$ cat config.mk
export PLATFORM = sky130hd
export DESIGN_NAME = pipelined_adder_n_flat
export DESIGN_NICKNAME = d
export VERILOG_FILES = /design/src/rtl/pipelined_adder_n_if.sv /design/src/rtl/pipelined_adder_n.sv /design/src/flat_wrapper.sv
export SDC_FILE = /design/constraint.sdc
export NUM_CORES = 1
export LEC_CHECK = 0
export ABC_CLOCK_PERIOD_IN_PS = 1950
export CORE_ASPECT_RATIO = 1.75
export CORE_UTILIZATION = 40
export CTS_BUF_LIST = sky130_fd_sc_hd__clkbuf_4
export DETAILED_ROUTE_END_ITERATION = 10
export GPL_ROUTABILITY_DRIVEN = 0
export PLACE_DENSITY = 0.68
export SLEW_MARGIN = 20
export SYNTH_ARGS = -nofsm -noshare
export SYNTH_HDL_FRONTEND = slang
export SYNTH_SLANG_ARGS = --single-unit
$ cat constraint.sdc
create_clock -name clk -period 1.95 [get_ports clk]
set_clock_uncertainty 0.15 [all_clocks]
set_input_delay 0.195 -clock clk [delete_from_list [all_inputs] [get_ports clk]]
set_output_delay 0.195 -clock clk [all_outputs]
set_load 0.02 [all_outputs]
$ cat src/rtl/pipelined_adder_n_if.sv
// Stream bundle for pipelined_adder_n: operand beat in, result beat out, each with valid/ready.
interface pipelined_adder_n_if #(
  parameter int unsigned WIDTH = 16
);
  logic             in_valid;
  logic             in_ready;
  logic [WIDTH-1:0] a;
  logic [WIDTH-1:0] b;
  logic             c_in;
  logic             sub;
  logic             out_valid;
  logic             out_ready;
  logic [WIDTH-1:0] sum;
  logic             c_out;
  logic             overflow;

  // Upstream producer / downstream consumer side
  modport master (
    output in_valid, a, b, c_in, sub, out_ready,
    input  in_ready, out_valid, sum, c_out, overflow
  );

  // Adder side
  modport slave (
    input  in_valid, a, b, c_in, sub, out_ready,
    output in_ready, out_valid, sum, c_out, overflow
  );
endinterface

$ cat src/rtl/pipelined_adder_n.sv
// Pipelined ripple-chunk adder/subtractor: one CW-bit chunk per rank, carry registered between
// ranks, operands skewed so each result leaves the last rank whole. Global stall on backpressure.
module pipelined_adder_n #(
  parameter int unsigned WIDTH  = 16,
  parameter int unsigned STAGES = 4
) (
  input logic               clk,
  input logic               rst,
  pipelined_adder_n_if.slave bus
);
  localparam int unsigned CW   = WIDTH / STAGES;
  localparam int unsigned LAST = STAGES - 1;

  // Rank state; the last rank doubles as the output register set
  logic [STAGES-1:0] vld;
  logic [STAGES-1:0] cy;
  logic [WIDTH-1:0]  acc [STAGES];
  logic [WIDTH-1:0]  pa  [STAGES];
  logic [WIDTH-1:0]  pb  [STAGES];
  logic              ovf;

  // Inputs seen by each rank (bus for rank 0, predecessor flops otherwise)
  logic [STAGES-1:0] src_v;
  logic [STAGES-1:0] src_c;
  logic [WIDTH-1:0]  src_a   [STAGES];
  logic [WIDTH-1:0]  src_b   [STAGES];
  logic [WIDTH-1:0]  src_acc [STAGES];

  logic stall;

  assign stall         = vld[LAST] & ~bus.out_ready;
  assign bus.in_ready  = ~stall;
  assign bus.out_valid = vld[LAST];
  assign bus.sum       = acc[LAST];
  assign bus.c_out     = cy[LAST];
  assign bus.overflow  = ovf;

  for (genvar r = 0; r < STAGES; r++) begin : g_rank
    logic [CW:0]      chunk;
    logic [WIDTH-1:0] acc_d;

    if (r == 0) begin : g_src_bus
      // Subtract folds into add: a + ~b + 1, with c_in ignored
      assign src_v[r]   = bus.in_valid;
      assign src_a[r]   = bus.a;
      assign src_b[r]   = bus.sub ? ~bus.b : bus.b;
      assign src_c[r]   = bus.sub | bus.c_in;
      assign src_acc[r] = '0;
    end else begin : g_src_rank
      assign src_v[r]   = vld[r-1];
      assign src_a[r]   = pa[r-1];
      assign src_b[r]   = pb[r-1];
      assign src_c[r]   = cy[r-1];
      assign src_acc[r] = acc[r-1];
    end

    assign chunk = {1'b0, src_a[r][r*CW +: CW]} + {1'b0, src_b[r][r*CW +: CW]}
                 + (CW+1)'(src_c[r]);

    // Splice this rank's chunk into the partially completed result
    always_comb begin
      acc_d               = src_acc[r];
      acc_d[r*CW +: CW]   = chunk[CW-1:0];
    end

    if (r == LAST) begin : g_last
      logic c_msb;
      assign c_msb = src_a[r][WIDTH-1] ^ src_b[r][WIDTH-1] ^ acc_d[WIDTH-1];

      // Result fields only load with a real beat so they hold across bubbles
      always_ff @(posedge clk or negedge rst) begin
        if (!rst) begin
          vld[r] <= 1'b0;
          acc[r] <= '0;
          pa[r]  <= '0;
          pb[r]  <= '0;
          cy[r]  <= 1'b0;
          ovf    <= 1'b0;
        end else if (!stall) begin
          vld[r] <= src_v[r];
          if (src_v[r]) begin
            acc[r] <= acc_d;
            pa[r]  <= src_a[r];
            pb[r]  <= src_b[r];
            cy[r]  <= chunk[CW];
            ovf    <= c_msb ^ chunk[CW];
          end
        end
      end
    end else begin : g_mid
      always_ff @(posedge clk or negedge rst) begin
        if (!rst) begin
          vld[r] <= 1'b0;
          acc[r] <= '0;
          pa[r]  <= '0;
          pb[r]  <= '0;
          cy[r]  <= 1'b0;
        end else if (!stall) begin
          vld[r] <= src_v[r];
          acc[r] <= acc_d;
          pa[r]  <= src_a[r];
          pb[r]  <= src_b[r];
          cy[r]  <= chunk[CW];
        end
      end
    end
  end
endmodule

$ cat src/flat_wrapper.sv
// flat-port wrapper written by rule: the top's interface ports become plain ports
module pipelined_adder_n_flat 
#(
  parameter int unsigned WIDTH  = 16,
  parameter int unsigned STAGES = 4
)
  (clk, rst, bus_in_valid, bus_a, bus_b, bus_c_in, bus_sub, bus_out_ready, bus_in_ready, bus_out_valid, bus_sum, bus_c_out, bus_overflow);
  pipelined_adder_n_if #(.WIDTH(WIDTH)) bus_i ();
  input logic clk;
  input logic rst;
  input wire logic [$bits(bus_i.in_valid)-1:0] bus_in_valid;
  input wire logic [$bits(bus_i.a)-1:0] bus_a;
  input wire logic [$bits(bus_i.b)-1:0] bus_b;
  input wire logic [$bits(bus_i.c_in)-1:0] bus_c_in;
  input wire logic [$bits(bus_i.sub)-1:0] bus_sub;
  input wire logic [$bits(bus_i.out_ready)-1:0] bus_out_ready;
  output wire logic [$bits(bus_i.in_ready)-1:0] bus_in_ready;
  output wire logic [$bits(bus_i.out_valid)-1:0] bus_out_valid;
  output wire logic [$bits(bus_i.sum)-1:0] bus_sum;
  output wire logic [$bits(bus_i.c_out)-1:0] bus_c_out;
  output wire logic [$bits(bus_i.overflow)-1:0] bus_overflow;
  assign bus_i.in_valid = bus_in_valid;
  assign bus_i.a = bus_a;
  assign bus_i.b = bus_b;
  assign bus_i.c_in = bus_c_in;
  assign bus_i.sub = bus_sub;
  assign bus_i.out_ready = bus_out_ready;
  assign bus_in_ready = bus_i.in_ready;
  assign bus_out_valid = bus_i.out_valid;
  assign bus_sum = bus_i.sum;
  assign bus_c_out = bus_i.c_out;
  assign bus_overflow = bus_i.overflow;
  pipelined_adder_n #(.WIDTH(WIDTH), .STAGES(STAGES)) u_core (.clk(clk), .rst(rst), .bus(bus_i));
endmodule
==> results of run 1 <==
where the power goes:
| group | total, W | switching [W] | internal (W) |
|---|---|---|---|
| Combinational | 0.00327 | 0.00165 | 0.00163 |
| Sequential | 0.00342 | 0.000527 | 0.00289 |
| Clock | 0.00113 | 0.000612 | 0.000517 |
| Total | 0.00782 | 0.00278 | 0.00504 |
layout make-up:
type	instances	area share, %
Multi-Input combinational cell	300	33.9
Inverter	4	0.336
Tap cell	130	3.12
Clock inverter	5	1.37
Timing Repair Buffer	72	13.3
Antenna cell	1	0.0479
Sequential cell	97	46.5
Clock buffer	10	1.44
worst max-delay path: stages, from the launching register on:
cell	delay, ns
dfrtp_1	0.43
fa_2	0.41
fa_1	0.39
a21o_1	0.18
a21oi_1	0.15
a21oi_1	0.08
stage by stage:
| stage | utilization, % | total power (W) |
|---|---|---|
| 6_report | 48.8 | 0.00782 |
| 2_1_floorplan | - | 0.00589 |
| 5_1_grt | 48.8 | 0.00847 |
| 3_5_place_dp | 47.0 | 0.00669 |
| 4_1_cts | 48.6 | 0.00785 |
| 3_3_place_gp | 47.0 | 0.00654 |
how the worst max path moves through the flow:
stage / to / slack [ns] / depth (start not counted)
after global routing: u_core.cy[1] / 0.0008 / 5
after detailed placement: u_core.acc[50] / -0.48 / 7
final: u_core.cy[1] / 0.06 / 5
after floorplan: u_core.cy[0] / -0.17 / 8
after global placement: u_core.cy[0] / -0.43 / 7
after CTS: u_core.bus.overflow / 0.03 / 7
cells in the final DEF, fill, tap and decap left out, drive strengths merged, types with 3 or more instances in the layout:
cell type,synthesis,routed
a21o,7,7
a21oi,11,11
buf,26,15
clkbuf,11,10
clkdlybuf4s50,0,54
clkinv,0,3
dfrtp,97,97
fa,8,8
ha,12,12
inv,4,4
mux2,14,14
nand2,190,190
nor2,5,5
o21ai,24,24
xnor2,15,15
xor2,10,10
flip-flops by register name, summed over array words and instances (netlist names):
signal and flops:
u_core.bus.sum 16, u_core.acc 24, u_core.bus.c_out 1, u_core.cy 3
u_core.bus.overflow 1, u_core.pa 24, u_core.pb 24, u_core.bus.out_valid 1
u_core.src_v 3
metal layers:
layer  up-vias  wire, um  track usage (%)
met5         -         0                0
met4         0       140             7.05
met3         9       193             2.01
met2        42      3800             23.7
met1      1312      3400             19.1
li1       1454         -                -
repair_timing:
item	4_1_cts	5_1_grt
resized for setup	5	5
setup endpoints to repair	6	4
pin swaps	0	3
hold endpoints to repair	97	0
hold buffers	1	0
buffers inserted	1	0
cell families (layout without fill, tap and decap cells):
family,count (synthesis),after routing,share of synthesized area [%]
muxes,14,14,4.59
AOI/OAI and AO/OA,42,42,5.16
other,0,1,0
buffers and inverters,41,91,5.84
and+or+nand+nor,199,199,17.5
adders and majority gates,20,20,7.03
xor gates and xnor gates,25,25,4.96
DFF,97,97,55.0
==> impl_metrics.toml, run 1 <==
[setup_path]
cp.arrival_ns = 2.05
cp-start-kind = "flop"
critPathRequiredTime_ns = 2.11
cp-startpoint = "u_core.pb[52]"
r2r-end = "u_core.cy[1]"
reg2reg_depth = 5
cp-end-kind = "flop"
rrSetupSlack_ns = 0.06
rr_startpoint = "u_core.pb[52]"
crit_fanout = 2
crit_type = "reg2reg"

[synth]
syn-cell-area_sq_um = 4420
synth_edf_count = 0
async_reset_ff_share_pct = 100
yosys.area.top_type = "dfrtp_1"
synthTopCellsByCount = "189 x nand2_1, 97 x dfrtp_1, 24 x o21ai_0, 20 x buf_4, 15 x xnor2_1"
syn-instance-count = 438
seq_area_frac_synth_pct = 55.0
post-synth-top-count-cell = "nand2_1"
ys_seq_elements = 97
yosys_warnings = 0
ys_top_cells_by_area = "dfrtp_1 55%, nand2_1 16%, mux2_4 4.1%"
syn_area_per_cell_sq_um = 10.1
synth_top_area_share_pct = 55.0
syn_nets = 496
ys_types = 22
synth_top_flop_cell = "dfrtp_1"

[clocking]
cts.htree.levels = 3
clk_latency_ns = 0.42
cts_tree = "built"
cts_root_buffer = "clkbuf_4"
clk_path_buf_depth = 2
clk_pin_slew_ns = 0.14
cts_sinks = 97
cts_made_buffers = 9

[floorplanning]
dieArea_sq_um = 11500
rows = 50
start_util_pct = 41.3
die_y_um = 141
die_w_um = 81.4
core_area_sq_um = 10700
io_pins = 58

[place]
dp.cells = 601
place_hpwl_mm = 5.45
dpl-instance-area_sq_um = 5020
place_ws_ns = -0.482
io_buffers = 57

[sta]
fmax_ghz = 0.529
tightest_slew_ns = 0.474
slew_viol_final = 0
setup_viol = 0
layout_setup_ws_ns = 0.0589
layout_worst_path_cycle_share_pct = 97.0
whs_ns = 0.0911
final-hold-violation-count = 0
rsz0062_at_grt = "false"
setup_tns_ns = 0
fin_crit_ns = 1.89
worst_slew_margin_rel_pct = 68.4

[power]
power_density_nw_per_um2 = 1500
leakage_nw = 2.56
vdd_drop_max_uv = 633

[run]
timing.max_cap.violations = 0

[cells_and_area]
fillCellCount = 1003
drive_gt1_share_pct = 11.1
final_nets = 542
multi_input_area_sq_um = 1770
syn_to_final_growth_pct = 18.2
stdcell_area_sq_um = 5220
layout.area.seq_sq_um = 2430
final_cells = 619

[drt]
drtAntennaViolNets = 0
drc_errors = 0
wire_per_inst_um = 12.2
firstDrtPassIters = 4
drt_first_iter_violations = 186
viasPerCell = 4.55
routed_wl_mm = 7.53
num_vias = 2817

[global_routing]
grt_first_pass_wirelength_mm = 12.9
grt_antenna_before_repair = 1
grt_pass1_vias = 2789
grt.overflow.total = 0
grt_max_degree = 50
grt_util_all_layers_pct = 14.7

[worst_hold_path]
hp-class = "in2async"

[run_status]
status = "complete, no violations"
(Power assumes the default switching activity.)
==> run 2, diff against run 1 <==
--- a/config.mk
+++ b/config.mk
@@ -5,13 +5,13 @@
 export SDC_FILE = /design/constraint.sdc
 export NUM_CORES = 1
 export LEC_CHECK = 0
-export ABC_CLOCK_PERIOD_IN_PS = 1950
+export ABC_CLOCK_PERIOD_IN_PS = 2200
 export CORE_ASPECT_RATIO = 1.75
-export CORE_UTILIZATION = 40
+export CORE_UTILIZATION = 25
 export CTS_BUF_LIST = sky130_fd_sc_hd__clkbuf_4
 export DETAILED_ROUTE_END_ITERATION = 10
 export GPL_ROUTABILITY_DRIVEN = 0
-export PLACE_DENSITY = 0.68
+export PLACE_DENSITY = 0.47
 export SLEW_MARGIN = 20
 export SYNTH_ARGS = -nofsm -noshare
 export SYNTH_HDL_FRONTEND = slang
==> constraint.sdc (replaced) <==
create_clock -name clk -period 2.2 [get_ports clk]
set_clock_uncertainty 0.15 [all_clocks]
set_input_delay 0.22 -clock clk [delete_from_list [all_inputs] [get_ports clk]]
set_output_delay 0.22 -clock clk [all_outputs]
set_load 0.02 [all_outputs]
==> impl_metrics.toml, run 2 (synthesized netlist as in run 1, its figures left out) <==
[run_status]
status = "complete, no violations"

[sta]
layout_setup_ws_ns = 0.207
layout_worst_path_cycle_share_pct = 90.6
setup_viol = 0
rsz0062_at_grt = "false"
tightest_slew_ns = 0.579
fmax_ghz = 0.502
worst_slew_margin_rel_pct = 61.4
final-hold-violation-count = 0
fin_crit_ns = 1.99
slew_viol_final = 0
whs_ns = 0.107

[place]
io_buffers = 57
place_hpwl_mm = 5.78
place_ws_ns = -0.238

[global_routing]
grt_antenna_before_repair = 1
grt_max_degree = 92
grt_pass1_vias = 2919
grt_first_pass_wirelength_mm = 14.2
grt_util_all_layers_pct = 10.2
grt.overflow.total = 0

[cells_and_area]
drive_gt1_share_pct = 8.92
final_cell_mix = "189 x nand2_1, 97 x dfrtp_1, 55 x clkdlybuf4s50_1"
syn_to_final_growth_pct = 19.2
final_nets = 535
layout_commonest_cell = "nand2_1"
reg_top3 = "u_core.acc x24, u_core.pa x24, u_core.pb x24"

[setup_path]
cp-end-kind = "flop"
cp-startpoint = "u_core.pb[52]"
crit_type = "reg2reg"
rr_startpoint = "u_core.pb[52]"
cp.arrival_ns = 2.17
cp-start-kind = "flop"
crit_fanout = 2
critPathRequiredTime_ns = 2.38

[clocking]
clk_latency_ns = 0.45
cts_root_buffer = "clkbuf_4"
cts_made_buffers = 9
clk_pin_slew_ns = 0.15
cts_tree = "built"
cts_sinks = 97
clk_path_buf_depth = 2
cts.htree.levels = 3

[floorplanning]
core_area_sq_um = 17400
rows = 64
die_w_um = 102
die_y_um = 178
dieArea_sq_um = 18200
io_pins = 58
start_util_pct = 25.4

[drt]
firstDrtPassIters = 4
num_vias = 2801
viasPerCell = 3.92
routed_wl_mm = 8.15
drc_errors = 0
drt_first_iter_violations = 111
drtAntennaViolNets = 0
wire_per_inst_um = 11.4

[power]
vdd_drop_max_uv = 295
totalPowerFinal_w = 0.00672
power_density_nw_per_um2 = 1280
leakage_nw = 2.52

[worst_hold_path]
hp-class = "in2async"

[run]
timing.max_cap.violations = 0
## run 2: per-layer routing
metal | up-vias | track usage (%) | share of wire [%]
li1 | 1440 | - | -
met1 | 1312 | 12.0 | 43
met2 | 40 | 17.1 | 51
met3 | 9 | 1.93 | 3.5
met4 | 0 | 5.36 | 2.3
met5 | - | 0 | 0
## run 2: path summary, 6_finish.rpt
kind | to | slack (ns) | depth (start not counted)
worst max-delay path | u_core.cy[1] | 0.21 | 5
worst min-delay path | u_core.bus.sum[13] | 0.11 | 2
worst max register to register | u_core.cy[1] | 0.21 | 5
worst min register to register | u_core.acc[20] | 0.33 | 2
max in group asynchronous | u_core.pb[62] | 1.12 | 3
min in group clk | u_core.pa[55] | 0.13 | 3
## run 2: cell type report
class | instances | area, sq um
fill | 1873 | 12100
sequential | 97 | 2430
multi-input combinational | 300 | 1740
timing repair buffer | 65 | 654
tap | 231 | 289
clock inverter | 7 | 70.1
clock buffer | 9 | 67.6
inverter | 4 | 17.5
antenna | 1 | 2.50
## run 2: power breakdown
group / internal [W] / switching (W)
Combinational: 0.00135 / 0.00139
Sequential: 0.00256 / 0.000468
Clock: 0.000348 / 0.000602
## run 2: per-stage QoR
stage | util [%] | setup TNS (ns) | std cells | instance area (sq um)
floorplan | - | 0 | 438 | 4430
global placement | 29.4 | -0.600 | 696 | 5120
detailed placement | 29.4 | -0.705 | 696 | 5120
CTS | 30.3 | 0 | 713 | 5260
global route | 30.3 | 0 | 714 | 5270
finish | 30.3 | 0 | 714 | 5270
## run 2: worst max-delay path, cell delays in order (launching register included)
cell,delay (ns)
dfrtp_1,0.44
fa_1,0.47
fa_1,0.42
a21o_1,0.19
a21oi_1,0.13
a21oi_1,0.07
## run 2: timing repair
item | 4_1_cts | 5_1_grt
buffers inserted | 0 | 0
endpoints found under the setup margin | 1 | 0
hold buffers | 1 | 0
resized for setup | 1 | 0
hold endpoints to repair | 76 | 0
==> run 3, diff against run 2 <==
--- a/config.mk
+++ b/config.mk
@@ -7,11 +7,11 @@
 export LEC_CHECK = 0
 export ABC_CLOCK_PERIOD_IN_PS = 2200
 export CORE_ASPECT_RATIO = 1.75
-export CORE_UTILIZATION = 25
+export CORE_UTILIZATION = 55
 export CTS_BUF_LIST = sky130_fd_sc_hd__clkbuf_4
 export DETAILED_ROUTE_END_ITERATION = 10
 export GPL_ROUTABILITY_DRIVEN = 0
-export PLACE_DENSITY = 0.47
+export PLACE_DENSITY = 0.85
 export SLEW_MARGIN = 20
 export SYNTH_ARGS = -nofsm -noshare
 export SYNTH_HDL_FRONTEND = slang
==> impl_metrics.toml, run 3 (synthesized netlist as in run 1, its figures left out) <==
[cells_and_area]
drive_gt1_share_pct = 8.52
insertedDiodeCount = 0
reg_top3 = "u_core.acc x24, u_core.pa x24, u_core.pb x24"
layout_commonest_cell = "nand2_1"
fillCellCount = 629
final_nets = 534
final_cell_mix = "189 x nand2_1, 97 x dfrtp_1, 56 x clkdlybuf4s50_1"
syn_to_final_growth_pct = 14.2

[setup_path]
critPathBufInv = 2
cp-start-kind = "flop"
cp_slowest_cell = "clkdlybuf4s50_1"
cp_cell_sequence = "nor2b_4 -> inv_4 -> clkdlybuf4s50_1"
cp-startpoint = "u_core.bus.out_valid"
path_delay_family = "buffers and inverters"
crit_fanout = 4
crit_type = "reg2out"
cp-end-kind = "primary output"
reg2reg_depth = 5
rrSetupSlack_ns = 0.22
r2r-end = "u_core.cy[2]"
cp.arrival_ns = 1.69
rr_startpoint = "u_core.pb[40]"
critPathRequiredTime_ns = 1.83
max_stage_delay_ns = 0.61

[power]
power_density_nw_per_um2 = 1300
leakage_nw = 2.51
totalPowerFinal_w = 0.00658
vdd_drop_max_uv = 682

[clocking]
cts_sinks = 97
cts.htree.levels = 3
cts_tree = "built"
cts_made_buffers = 9
cts_root_buffer = "clkbuf_4"
clk_pin_slew_ns = 0.13
clk_latency_ns = 0.43
cts_setup_buffers = 0
clk_path_buf_depth = 2

[global_routing]
grt_util_all_layers_pct = 19.4
grt_max_degree = 92
grt_first_pass_wirelength_mm = 12.8
grt.overflow.total = 0
grt_antenna_before_repair = 0
grt_pass1_vias = 2900

[drt]
firstDrtPassIters = 4
drtAntennaViolNets = 0
num_vias = 2871
drt_first_iter_violations = 177
wire_per_inst_um = 12.6
viasPerCell = 5.05
routed_wl_mm = 7.14
drc_errors = 0

[run_status]
status = "complete, no violations"

[place]
place_hpwl_mm = 5.11
io_buffers = 57

[floorplanning]
die_w_um = 69.7
dieArea_sq_um = 8410
rows = 42
die_y_um = 121
start_util_pct = 57.6
core_area_sq_um = 7670
io_pins = 58

[sta]
layout_worst_path_cycle_share_pct = 93.6
setup_viol = 0
whs_ns = 0.0650
worst_slew_margin_rel_pct = 76.1
final-hold-violation-count = 0
slew_viol_final = 0
fin_crit_ns = 2.06
rsz0062_at_grt = "false"
tightest_slew_ns = 0.358
fmax_ghz = 0.486

[worst_hold_path]
hp-class = "in2async"

[run]
timing.max_cap.violations = 0
-- run 3: cell count changes in the layout (fill, tap and decap cells not counted), sizes merged --
| cell | previous run | this run |
|---|---|---|
| inv | 5 | 4 |
| bufinv | 1 | 0 |
| buf | 8 | 7 |
| dlygate4sd2 | 1 | 0 |
| clkdlybuf4s50 | 55 | 56 |
| clkbuf | 9 | 11 |
| diode | 1 | 0 |
-- run 3: worst reg2reg max path, stage by stage (launching register included) --
cell	delay, ns
dfrtp_1	0.42
fa_1	0.47
fa_1	0.43
a21o_1	0.18
a21oi_1	0.14
a21oi_1	0.08
-- run 3: what timing repair did --
| action | CTS | global route |
|---|---|---|
| endpoints found under the hold margin | 97 | 0 |
| hold buffers | 1 | 0 |
| gates resized for setup | 0 | 0 |
| endpoints found under the setup margin | 0 | 0 |
-- run 3: how the worst max path moves through the flow --
stage	to	slack, ns	depth (start not counted)
floorplan	u_core.cy[0]	0.008	8
detailed placement	u_core.cy[0]	-0.31	7
CTS	bus_in_ready	0.10	3
global placement	u_core.cy[0]	-0.21	7
finish	bus_in_ready	0.14	3
global route	bus_in_ready	0.07	3
-- run 3: power breakdown --
group	switching [W]	internal [W]	leakage (nW)
registers	0.000458	0.00257	1.18
clock network	0.000536	0.000246	0.0655
logic	0.00142	0.00136	1.26
total	0.00241	0.00417	2.51
-- run 3: layer usage --
metal | track usage [%] | part of all wire [%] | vias up
met4 | 8.88 | 2.3 | 0
met5 | 0 | 0 | -
met1 | 23.4 | 41 | 1356
met2 | 33.1 | 52 | 72
li1 | - | - | 1429
met3 | 4.08 | 4.2 | 14
-- run 3: cell type report --
| type | instances | area, sq um | area share [%] |
|---|---|---|---|
| Clock inverter | 5 | 22.5 | 0.446 |
| Multi-Input combinational cell | 300 | 1740 | 34.4 |
| Timing Repair Buffer | 64 | 648 | 12.8 |
| Sequential cell | 97 | 2430 | 48.1 |
| Tap cell | 88 | 110 | 2.18 |
| Clock buffer | 11 | 82.6 | 1.64 |
| Inverter | 4 | 17.5 | 0.347 |
-- run 3: through the flow --
step / utilization [%] / std cells / instance area, sq um / TNS, ns / setup slack [ns]
6_report: 65.8 / 569 / 5040 / 0 / 0.142
5_1_grt: 65.8 / 569 / 5040 / 0 / 0.0684
4_1_cts: 65.8 / 569 / 5040 / 0 / 0.102
3_5_place_dp: 64.3 / 552 / 4930 / -0.629 / -0.306
3_3_place_gp: 64.3 / 552 / 4930 / -0.397 / -0.213
2_1_floorplan: - / 438 / 4430 / 0 / 0.00832
